===== config.mk =====
export PLATFORM = sky130hd
export DESIGN_NAME = fuzz_run_sequencer_flat
export DESIGN_NICKNAME = d
export VERILOG_FILES = /design/src/rtl/fuzz_run_sequencer_if.sv /design/src/rtl/fuzz_run_sequencer.sv /design/src/flat_wrapper.sv
export SDC_FILE = /design/constraint.sdc
export NUM_CORES = 1
export LEC_CHECK = 0
export ABC_AREA = 1
export BUFFER_PORTS_ARGS = -buffer_cell sky130_fd_sc_hd__buf_2
export CORE_AREA = 2 2 412 414
export CTS_BUF_LIST = sky130_fd_sc_hd__clkbuf_4
export CTS_CLUSTER_DIAMETER = 120
export DETAILED_ROUTE_END_ITERATION = 8
export DIE_AREA = 0 0 414 416
export SYNTH_ARGS = -nofsm -noshare
export SYNTH_HDL_FRONTEND = slang
export SYNTH_SLANG_ARGS = --single-unit
export TNS_END_PERCENT = 20

===== constraint.sdc =====
create_clock -name clk -period 5.8 [get_ports clk]
set_clock_uncertainty 0.15 [all_clocks]
set_input_delay 1.45 -clock clk [delete_from_list [all_inputs] [get_ports clk]]
set_output_delay 1.45 -clock clk [all_outputs]
set_load 0.01 [all_outputs]

===== src/rtl/fuzz_run_sequencer_if.sv =====
// Run-control and DUT-facing signal bundle for fuzz_run_sequencer.
// The sequencer connects through the seq modport; the host/harness uses ctrl.
interface fuzz_run_sequencer_if #(
  parameter int unsigned Y_W   = 867,
  parameter int unsigned SIG_W = 32
);
  logic             start;
  logic [63:0]      seed;
  logic [15:0]      run_len;
  logic [13:0]      stim_wire0;
  logic [15:0]      stim_wire1;
  logic [16:0]      stim_wire2;
  logic [2:0]       stim_wire3;
  logic [Y_W-1:0]   dut_y;
  logic             busy;
  logic             done;
  logic [SIG_W-1:0] signature;
  logic [15:0]      cycle_count;

  modport ctrl (
    output start, seed, run_len, dut_y,
    input  stim_wire0, stim_wire1, stim_wire2, stim_wire3,
    input  busy, done, signature, cycle_count
  );

  modport seq (
    input  start, seed, run_len, dut_y,
    output stim_wire0, stim_wire1, stim_wire2, stim_wire3,
    output busy, done, signature, cycle_count
  );
endinterface


===== src/rtl/fuzz_run_sequencer.sv =====
// Drives a DUT from a seeded 64-bit Galois LFSR and compresses its output bus
// into a MISR signature; one run per accepted start.
module fuzz_run_sequencer #(
  parameter int unsigned     Y_W          = 867,
  parameter int unsigned     SIG_W        = 32,
  parameter logic [SIG_W-1:0] SIG_POLY    = 32'h04C11DB7,
  parameter int unsigned     DRAIN_CYCLES = 4
) (
  input  logic               clk,
  input  logic               rst_n,
  fuzz_run_sequencer_if.seq  bus
);

  localparam int unsigned N_CHUNK = (Y_W + SIG_W - 1) / SIG_W;
  localparam int unsigned PAD_W   = N_CHUNK * SIG_W;
  localparam int unsigned DRAIN_W = $clog2(DRAIN_CYCLES + 1);
  localparam logic [63:0] LFSR_TAPS = 64'hD800_0000_0000_0000;

  typedef enum logic [2:0] {
    S_IDLE,
    S_LOAD,
    S_RUN,
    S_DRAIN,
    S_FINISH
  } state_e;

  state_e             state_q, state_d;
  logic [63:0]        lfsr_q, lfsr_d;
  logic [SIG_W-1:0]   sig_q, sig_d;
  logic [15:0]        cnt_q, cnt_d;
  logic [15:0]        len_q, len_d;
  logic [DRAIN_W-1:0] drain_q, drain_d;
  logic               busy_q, busy_d;
  logic               done_q, done_d;

  logic [PAD_W-1:0]   y_pad;
  logic [SIG_W-1:0]   fold;
  logic [SIG_W-1:0]   sig_step;
  logic [63:0]        lfsr_step;
  logic [15:0]        cnt_inc;

  // XOR-fold the zero-padded output bus down to one signature-wide word
  assign y_pad = PAD_W'(bus.dut_y);

  always_comb begin
    fold = '0;
    for (int unsigned i = 0; i < N_CHUNK; i++) begin
      fold = fold ^ y_pad[i*SIG_W +: SIG_W];
    end
  end

  assign sig_step  = {sig_q[SIG_W-2:0], 1'b0} ^ (sig_q[SIG_W-1] ? SIG_POLY : '0) ^ fold;
  assign lfsr_step = (lfsr_q >> 1) ^ (lfsr_q[0] ? LFSR_TAPS : 64'h0);
  assign cnt_inc   = 16'(cnt_q + 16'd1);

  always_comb begin
    state_d = state_q;
    lfsr_d  = lfsr_q;
    sig_d   = sig_q;
    cnt_d   = cnt_q;
    len_d   = len_q;
    drain_d = drain_q;
    busy_d  = busy_q;
    done_d  = 1'b0;

    unique case (state_q)
      S_IDLE: begin
        if (bus.start) begin
          // An all-zero seed would lock the LFSR, so substitute 1
          lfsr_d  = (bus.seed == 64'h0) ? 64'h1 : bus.seed;
          len_d   = bus.run_len;
          sig_d   = '0;
          cnt_d   = '0;
          busy_d  = 1'b1;
          state_d = S_LOAD;
        end
      end
      S_LOAD: begin
        drain_d = '0;
        state_d = (len_q != 16'd0) ? S_RUN : S_DRAIN;
      end
      S_RUN: begin
        sig_d  = sig_step;
        lfsr_d = lfsr_step;
        cnt_d  = cnt_inc;
        if (cnt_inc == len_q) begin
          state_d = S_DRAIN;
        end
      end
      S_DRAIN: begin
        sig_d   = sig_step;
        drain_d = DRAIN_W'(drain_q + DRAIN_W'(1));
        if (drain_q == DRAIN_W'(DRAIN_CYCLES - 1)) begin
          done_d  = 1'b1;
          busy_d  = 1'b0;
          state_d = S_FINISH;
        end
      end
      S_FINISH: begin
        state_d = S_IDLE;
      end
      default: begin
        state_d = S_IDLE;
        busy_d  = 1'b0;
      end
    endcase
  end

  always_ff @(posedge clk or negedge rst_n) begin
    if (!rst_n) begin
      state_q <= S_IDLE;
      lfsr_q  <= '0;
      sig_q   <= '0;
      cnt_q   <= '0;
      len_q   <= '0;
      drain_q <= '0;
      busy_q  <= 1'b0;
      done_q  <= 1'b0;
    end else begin
      state_q <= state_d;
      lfsr_q  <= lfsr_d;
      sig_q   <= sig_d;
      cnt_q   <= cnt_d;
      len_q   <= len_d;
      drain_q <= drain_d;
      busy_q  <= busy_d;
      done_q  <= done_d;
    end
  end

  assign bus.stim_wire0  = lfsr_q[13:0];
  assign bus.stim_wire1  = lfsr_q[29:14];
  assign bus.stim_wire2  = lfsr_q[46:30];
  assign bus.stim_wire3  = lfsr_q[49:47];
  assign bus.busy        = busy_q;
  assign bus.done        = done_q;
  assign bus.signature   = sig_q;
  assign bus.cycle_count = cnt_q;

endmodule


===== src/flat_wrapper.sv =====
// flat-port wrapper written by rule: the top's interface ports become plain ports
module fuzz_run_sequencer_flat 
#(
  parameter int unsigned     Y_W          = 867,
  parameter int unsigned     SIG_W        = 32,
  parameter logic [SIG_W-1:0] SIG_POLY    = 32'h04C11DB7,
  parameter int unsigned     DRAIN_CYCLES = 4
)
  (clk, rst_n, bus_start, bus_seed, bus_run_len, bus_dut_y, bus_stim_wire0, bus_stim_wire1, bus_stim_wire2, bus_stim_wire3, bus_busy, bus_done, bus_signature, bus_cycle_count);
  fuzz_run_sequencer_if #(.Y_W(Y_W), .SIG_W(SIG_W)) bus_i ();
  input  logic clk;
  input  logic rst_n;
  input wire logic [$bits(bus_i.start)-1:0] bus_start;
  input wire logic [$bits(bus_i.seed)-1:0] bus_seed;
  input wire logic [$bits(bus_i.run_len)-1:0] bus_run_len;
  input wire logic [$bits(bus_i.dut_y)-1:0] bus_dut_y;
  output wire logic [$bits(bus_i.stim_wire0)-1:0] bus_stim_wire0;
  output wire logic [$bits(bus_i.stim_wire1)-1:0] bus_stim_wire1;
  output wire logic [$bits(bus_i.stim_wire2)-1:0] bus_stim_wire2;
  output wire logic [$bits(bus_i.stim_wire3)-1:0] bus_stim_wire3;
  output wire logic [$bits(bus_i.busy)-1:0] bus_busy;
  output wire logic [$bits(bus_i.done)-1:0] bus_done;
  output wire logic [$bits(bus_i.signature)-1:0] bus_signature;
  output wire logic [$bits(bus_i.cycle_count)-1:0] bus_cycle_count;
  assign bus_i.start = bus_start;
  assign bus_i.seed = bus_seed;
  assign bus_i.run_len = bus_run_len;
  assign bus_i.dut_y = bus_dut_y;
  assign bus_stim_wire0 = bus_i.stim_wire0;
  assign bus_stim_wire1 = bus_i.stim_wire1;
  assign bus_stim_wire2 = bus_i.stim_wire2;
  assign bus_stim_wire3 = bus_i.stim_wire3;
  assign bus_busy = bus_i.busy;
  assign bus_done = bus_i.done;
  assign bus_signature = bus_i.signature;
  assign bus_cycle_count = bus_i.cycle_count;
  fuzz_run_sequencer #(.Y_W(Y_W), .SIG_W(SIG_W), .SIG_POLY(SIG_POLY), .DRAIN_CYCLES(DRAIN_CYCLES)) u_core (.clk(clk), .rst_n(rst_n), .bus(bus_i));
endmodule

======== Word-level counts from Yosys, hierarchy flattened ========
Cells that the tools add are included.
operators by class
  shift-type cells ........................ 0
  divide/modulo/power cells ............... 0
  $mul .................................... 0
  order comparisons ....................... 0
  equal/unequal tests ..................... 9
  bitwise gates (word level) .............. 31
  add/subtract/negate cells ............... 2
  reductions and logical operators ........ 13
  mux-type cells .......................... 20
operators by type and width
  kind                                                                      count
  32-bit bitwise XOR                                                        28
  64-bit two-way mux                                                        3
  64-bit one-hot mux with 2 select lines                                    1
  64-bit zero test                                                          1
  32-bit one-hot mux with 2 select lines                                    1
  63-bit by 64-bit bitwise XOR with 64-bit output                           1
  32-bit two-way mux                                                        1
  16-bit one-hot mux with 2 select lines                                    1
  32-bit by 3-bit bitwise XOR with 32-bit output                            1
  27-bit two-way mux                                                        1
  16-bit by 1-bit adder with 16-bit output (second input constant)          1
  16-bit equality test                                                      1
  16-bit two-way mux                                                        1
  16-bit nonzero test                                                       1
  3-bit one-hot mux with 4 select lines                                     1
  3-bit by 2-bit equality test with 1-bit output (second input constant)    3
  3-bit two-way mux                                                         3
  3-bit one-hot mux with 2 select lines                                     1
  2-bit AND reduction                                                       3
  3-bit AND reduction                                                       2
  2-bit nonzero test                                                        3
  1-bit two-way mux                                                         5
  2-bit by 1-bit inequality test with 1-bit output (second input constant)  2
  3-bit by 1-bit adder with 3-bit output (second input constant)            1
  other kinds (8)                                                           8
word-level totals
  word-level logic and storage cells ...... 83
  input bits .............................. 950
  output and inout port bits .............. 100
  latch bits .............................. 0
  register bits ........................... 136
  memories ................................ 0
  bits in read-only memories .............. 0
  RAM bits ................................ 0

======== Logic depth before layout (Yosys ltp) ========
  depth in word-level cells ............... 29
  depth in mapped cells ................... 18
  gate-level depth less buffers ........... 18

======== Worst setup path before layout ========
OpenSTA, ideal clock, no wires.
  path type ............................... input -> register
  from .................................... input port bus_dut_y[64]
  to ...................................... register u_core.sig_q[0] (netlist: u_core.bus.signature[0])
  stages on the path ...................... 15
  path slack .............................. 3.013 ns
  library setup time ...................... 0.118 ns
  data arrival time ....................... 2.519 ns
  path buffers ............................ 0
  required time ........................... 5.532 ns
  path through ............................ or2_2 nand3_1 nand2_1 nand2_1 nand2_1 nand2_1 nand2_1 nand2_1 inv_1 nor2_1 nand2_1 nand2_1 nand2_1 nand3_1 nand2_1
between the ends
  longest elaborated chain between the ends .. 28
RTL lines
  what                                            line                       RTL
  start: declaration                              flat_wrapper.sv:16         input wire logic [$bits(bus_i.dut_y)-1:0] bus_dut_y;
  32-bit bitwise XOR (25 in series)               fuzz_run_sequencer.sv:48   fold = fold ^ y_pad[i*SIG_W +: SIG_W];
  32-bit by 3-bit bitwise XOR with 32-bit output  fuzz_run_sequencer.sv:48
  32-bit bitwise XOR                              fuzz_run_sequencer.sv:52   assign sig_step = {sig_q[SIG_W-2:0], 1'b0} ^ (sig_q[SIG_W-1] ? SIG_POLY : '0) ^ fold;
  32-bit one-hot mux with 2 select lines          fuzz_run_sequencer.sv:66   unique case (state_q)
  end signal: assignment                          fuzz_run_sequencer.sv:122  sig_q <= sig_d;
  end: declaration                                fuzz_run_sequencer.sv:29   logic [SIG_W-1:0] sig_q, sig_d;
Every way passes these cells.
A chain may end at the register's enable or synchronous reset.

======== Worst setup path in the final report ========
  from .................................... register u_core.sig_q[2] (netlist: u_core.bus.signature[2])
  to ...................................... output port bus_signature[2]
RTL lines
  what              line                RTL
  end: declaration  flat_wrapper.sv:23  output wire logic [$bits(bus_i.signature)-1:0] bus_signature;
No word-level cell between the ends.

==> run summary <==
placed cell area: 25900 sq um
Final Cell Area: 26200 sq um
post-cts gate resize count: 0
Clock Sinks: 136
via count: 21500
RR Endpoint: u_core.bus.signature[31]
detailed-route DRC error count: 0
RePlAce Congestion: 1.03
Die W: 414 um
Starting DRT DRC Count: 1393
Setup WS post-layout: 2340 ps
CP Max Fanout: 4
GRT overflow: 0
Leakage Power: 0.0143 uW
htree depth: 4
critical path class: reg2out
sequential area share after synthesis: 18.5%
antenna violations before repair: 102
initial core utilization: 10.9%
most common cell after layout, fill and taps aside: buf_2
chip height: 416 um
main flop type after synthesis: dfrtp_1
Final TNS setup: 0 ps
Power Dens Cells: 313 nW/um^2
most frequent cells in the layout: buf_2, nand2_1, inv_1
Slew Viols, Final: 0
Design Power: 8220 uW
arrival time worst endpoint: 1860 ps
slowest cell on the critical path: dfrtp_1
Synth top area share: 20.6%
share of flip-flops with an asynchronous set or reset: 100%
Net count, final: 4788
hold path startpoint: u_core.lfsr_q[30]
relative slew slack: 28.6%
Layout area overhead: 42.9%
CORE AREA: 168000 sq um
CP endpoint kind: output port
GR Util All Layers: 14.4%
clock tree buffer depth: 2
number of flops mapped to enable cells by yosys: 0
CTS tree: yes
detailed placement HPWL: 115 mm
multi-input logic area: 12600 sq um
largest area contributor in the netlist: nand2_1
Post-CTS Setup Bufs: 0
Reg-to-Reg Start: u_core.state_q[2]
total wire length: 127 mm
first-pass GRT wire length: 167 mm
standard-cell row count: 151
pre-CTS setup slack: 1930 ps
Syn Inst Count: 2844
Critical Path Start Type: register
worst-skew pair later-pin latency: 800 ps
io pins: 1050
Port Buffer Count: 1049
reg2reg setup slack: 2620 ps
final worst path period share: 59.7%
maximum vdd drop: 272 uV
largest net degree at the start of global routing: 93
worst-case reg-to-reg path depth: 11
number of global-route vias before repair: 20400
Buf/Inv on CP: 1
Fmax: 289 MHz
clock period minus worst slack: 3460 ps
unrepaired setup endpoints after global routing: false
drt wl/cell: 20.9 um
CP required: 4200 ps
Filler Cells Inserted: 19500
Synth area leaders: nand2_1, dfrtp_1, xnor2_1, xor2_1, inv_1
Mapped Nets: 3797
Worst-path clk slew: 210 ps
synthesized area: 18400 sq um
Final ANT Viol Nets: 0
final hold violations: 0
Detailed Routing Iterations Pass 1: 6
Synth Warn #: 0
final design utilization: 15.6%
Max Cap Violations: 0
CTS hold repair buffers: 0
average vias per placed instance: 3.53
post-synthesis register bit count: 136
hold endpoint: u_core.lfsr_q[29]
CTS root buf: clkbuf_4
FF/Latch Area: 3400 sq um
Num CTS Buffers: 17
hold-critical path depth: 2
worst path cell trace: buf_2
share of cells above drive strength 1: 30.2%
Worst Hold Class: reg2reg
Syn Area/Cell: 6.46 sq um
Unique masters post-synth: 42
critical path's largest stage delay: 780 ps
Die Area: 172000 sq um
Slew @ Worst Pin: 1070 ps
CP delay by family, top: flip-flops
status: complete, no violations
final setup fails: 0
==> through the flow <==
step / hold slack (ps) / cells
floorplan: 315 / 2844
global placement: 341 / 6034
detailed placement: 353 / 6034
CTS: 358 / 6066
global route: 397 / 6082
finish: 378 / 6093
==> worst max path at each step <==
stage	slack (ps)	cells past startpoint	end	from
after floorplan	3010	15	u_core.bus.signature[0]	bus_dut_y[64]
after global placement	1920	8	u_core.bus.signature[5]	bus_start
after detailed placement	1930	8	u_core.bus.signature[21]	bus_start
after CTS	1980	1	bus_signature[2]	u_core.bus.signature[2]
after global routing	2060	1	bus_signature[2]	u_core.bus.signature[2]
final	2340	1	bus_signature[2]	u_core.bus.signature[2]
==> cells by family (layout without fill, tap and decap cells) <==
kind of cell,after synthesis,after routing,share of synthesized area (%)
xor+xnor,601,601,29.4
compound gates,108,108,5.49
flops,136,136,18.5
fa+ha+maj,3,3,0.204
simple gates,1441,1441,33.6
buf+inv,555,1559,12.8
other cells,0,27,0
==> power by group <==
group          total (uW)  switching, uW  internal (uW)  leakage (uW)
clock network         778            548            230      0.000149
registers            1860            463           1400       0.00171
logic                5580           3630           1950        0.0125
==> synth_stat cells, types with 4 or more instances <==
| cell | instances |
|---|---|
| or4_1 | 4 |
| clkbuf_1 | 9 |
| xor2_1 | 269 |
| o211ai_1 | 5 |
| xnor3_1 | 10 |
| xnor2_1 | 322 |
| o21ai_0 | 13 |
| dfrtp_1 | 136 |
| o221ai_2 | 30 |
| nor4_1 | 16 |
| nor2_1 | 38 |
| nand3b_1 | 46 |
| nand3_1 | 280 |
| nand2_1 | 1007 |
| buf_6 | 6 |
| o22ai_1 | 16 |
| buf_1 | 8 |
| or2_2 | 21 |
| inv_1 | 460 |
| buf_4 | 55 |
| o21ai_1 | 5 |
| o221ai_1 | 24 |
| nand4_1 | 17 |
| buf_2 | 12 |
==> registers in the layout, summed over array words and instances, names as in the netlist <==
| signal | flops |
|---|---|
| u_core.lfsr_q | 64 |
| u_core.bus.signature | 32 |
| u_core.bus.cycle_count | 16 |
| u_core.len_q | 16 |
| u_core.drain_q | 3 |
| u_core.state_q | 3 |
| u_core.bus.busy | 1 |
| u_core.bus.done | 1 |
==> tightest hold or removal path: stages (launching register included) <==
cell      delay (ps)
dfrtp_1          390
nand2_1           70
o211ai_2          50
==> final cells by class <==
| class | instances | share of cell area (%) |
|---|---|---|
| Sequential cell | 136 | 13.0 |
| Clock inverter | 14 | 0.529 |
| Inverter | 465 | 6.69 |
| Tap cell | 2218 | 10.6 |
| Clock buffer | 18 | 0.515 |
| Timing Repair Buffer | 1062 | 20.4 |
| Antenna cell | 27 | 0.257 |
| Multi-Input combinational cell | 2153 | 48.1 |
==> metal layers <==
| metal | GRT usage, % | up-vias | wire length [um] |
|---|---|---|---|
| li1 | - | 10700 | - |
| met1 | 17.6 | 9638 | 52800 |
| met2 | 26.0 | 899 | 63600 |
| met3 | 2.31 | 205 | 7170 |
| met4 | 3.57 | 10 | 3460 |
| met5 | 0 | - | 65 |
Power figures use the tool's default switching activity.
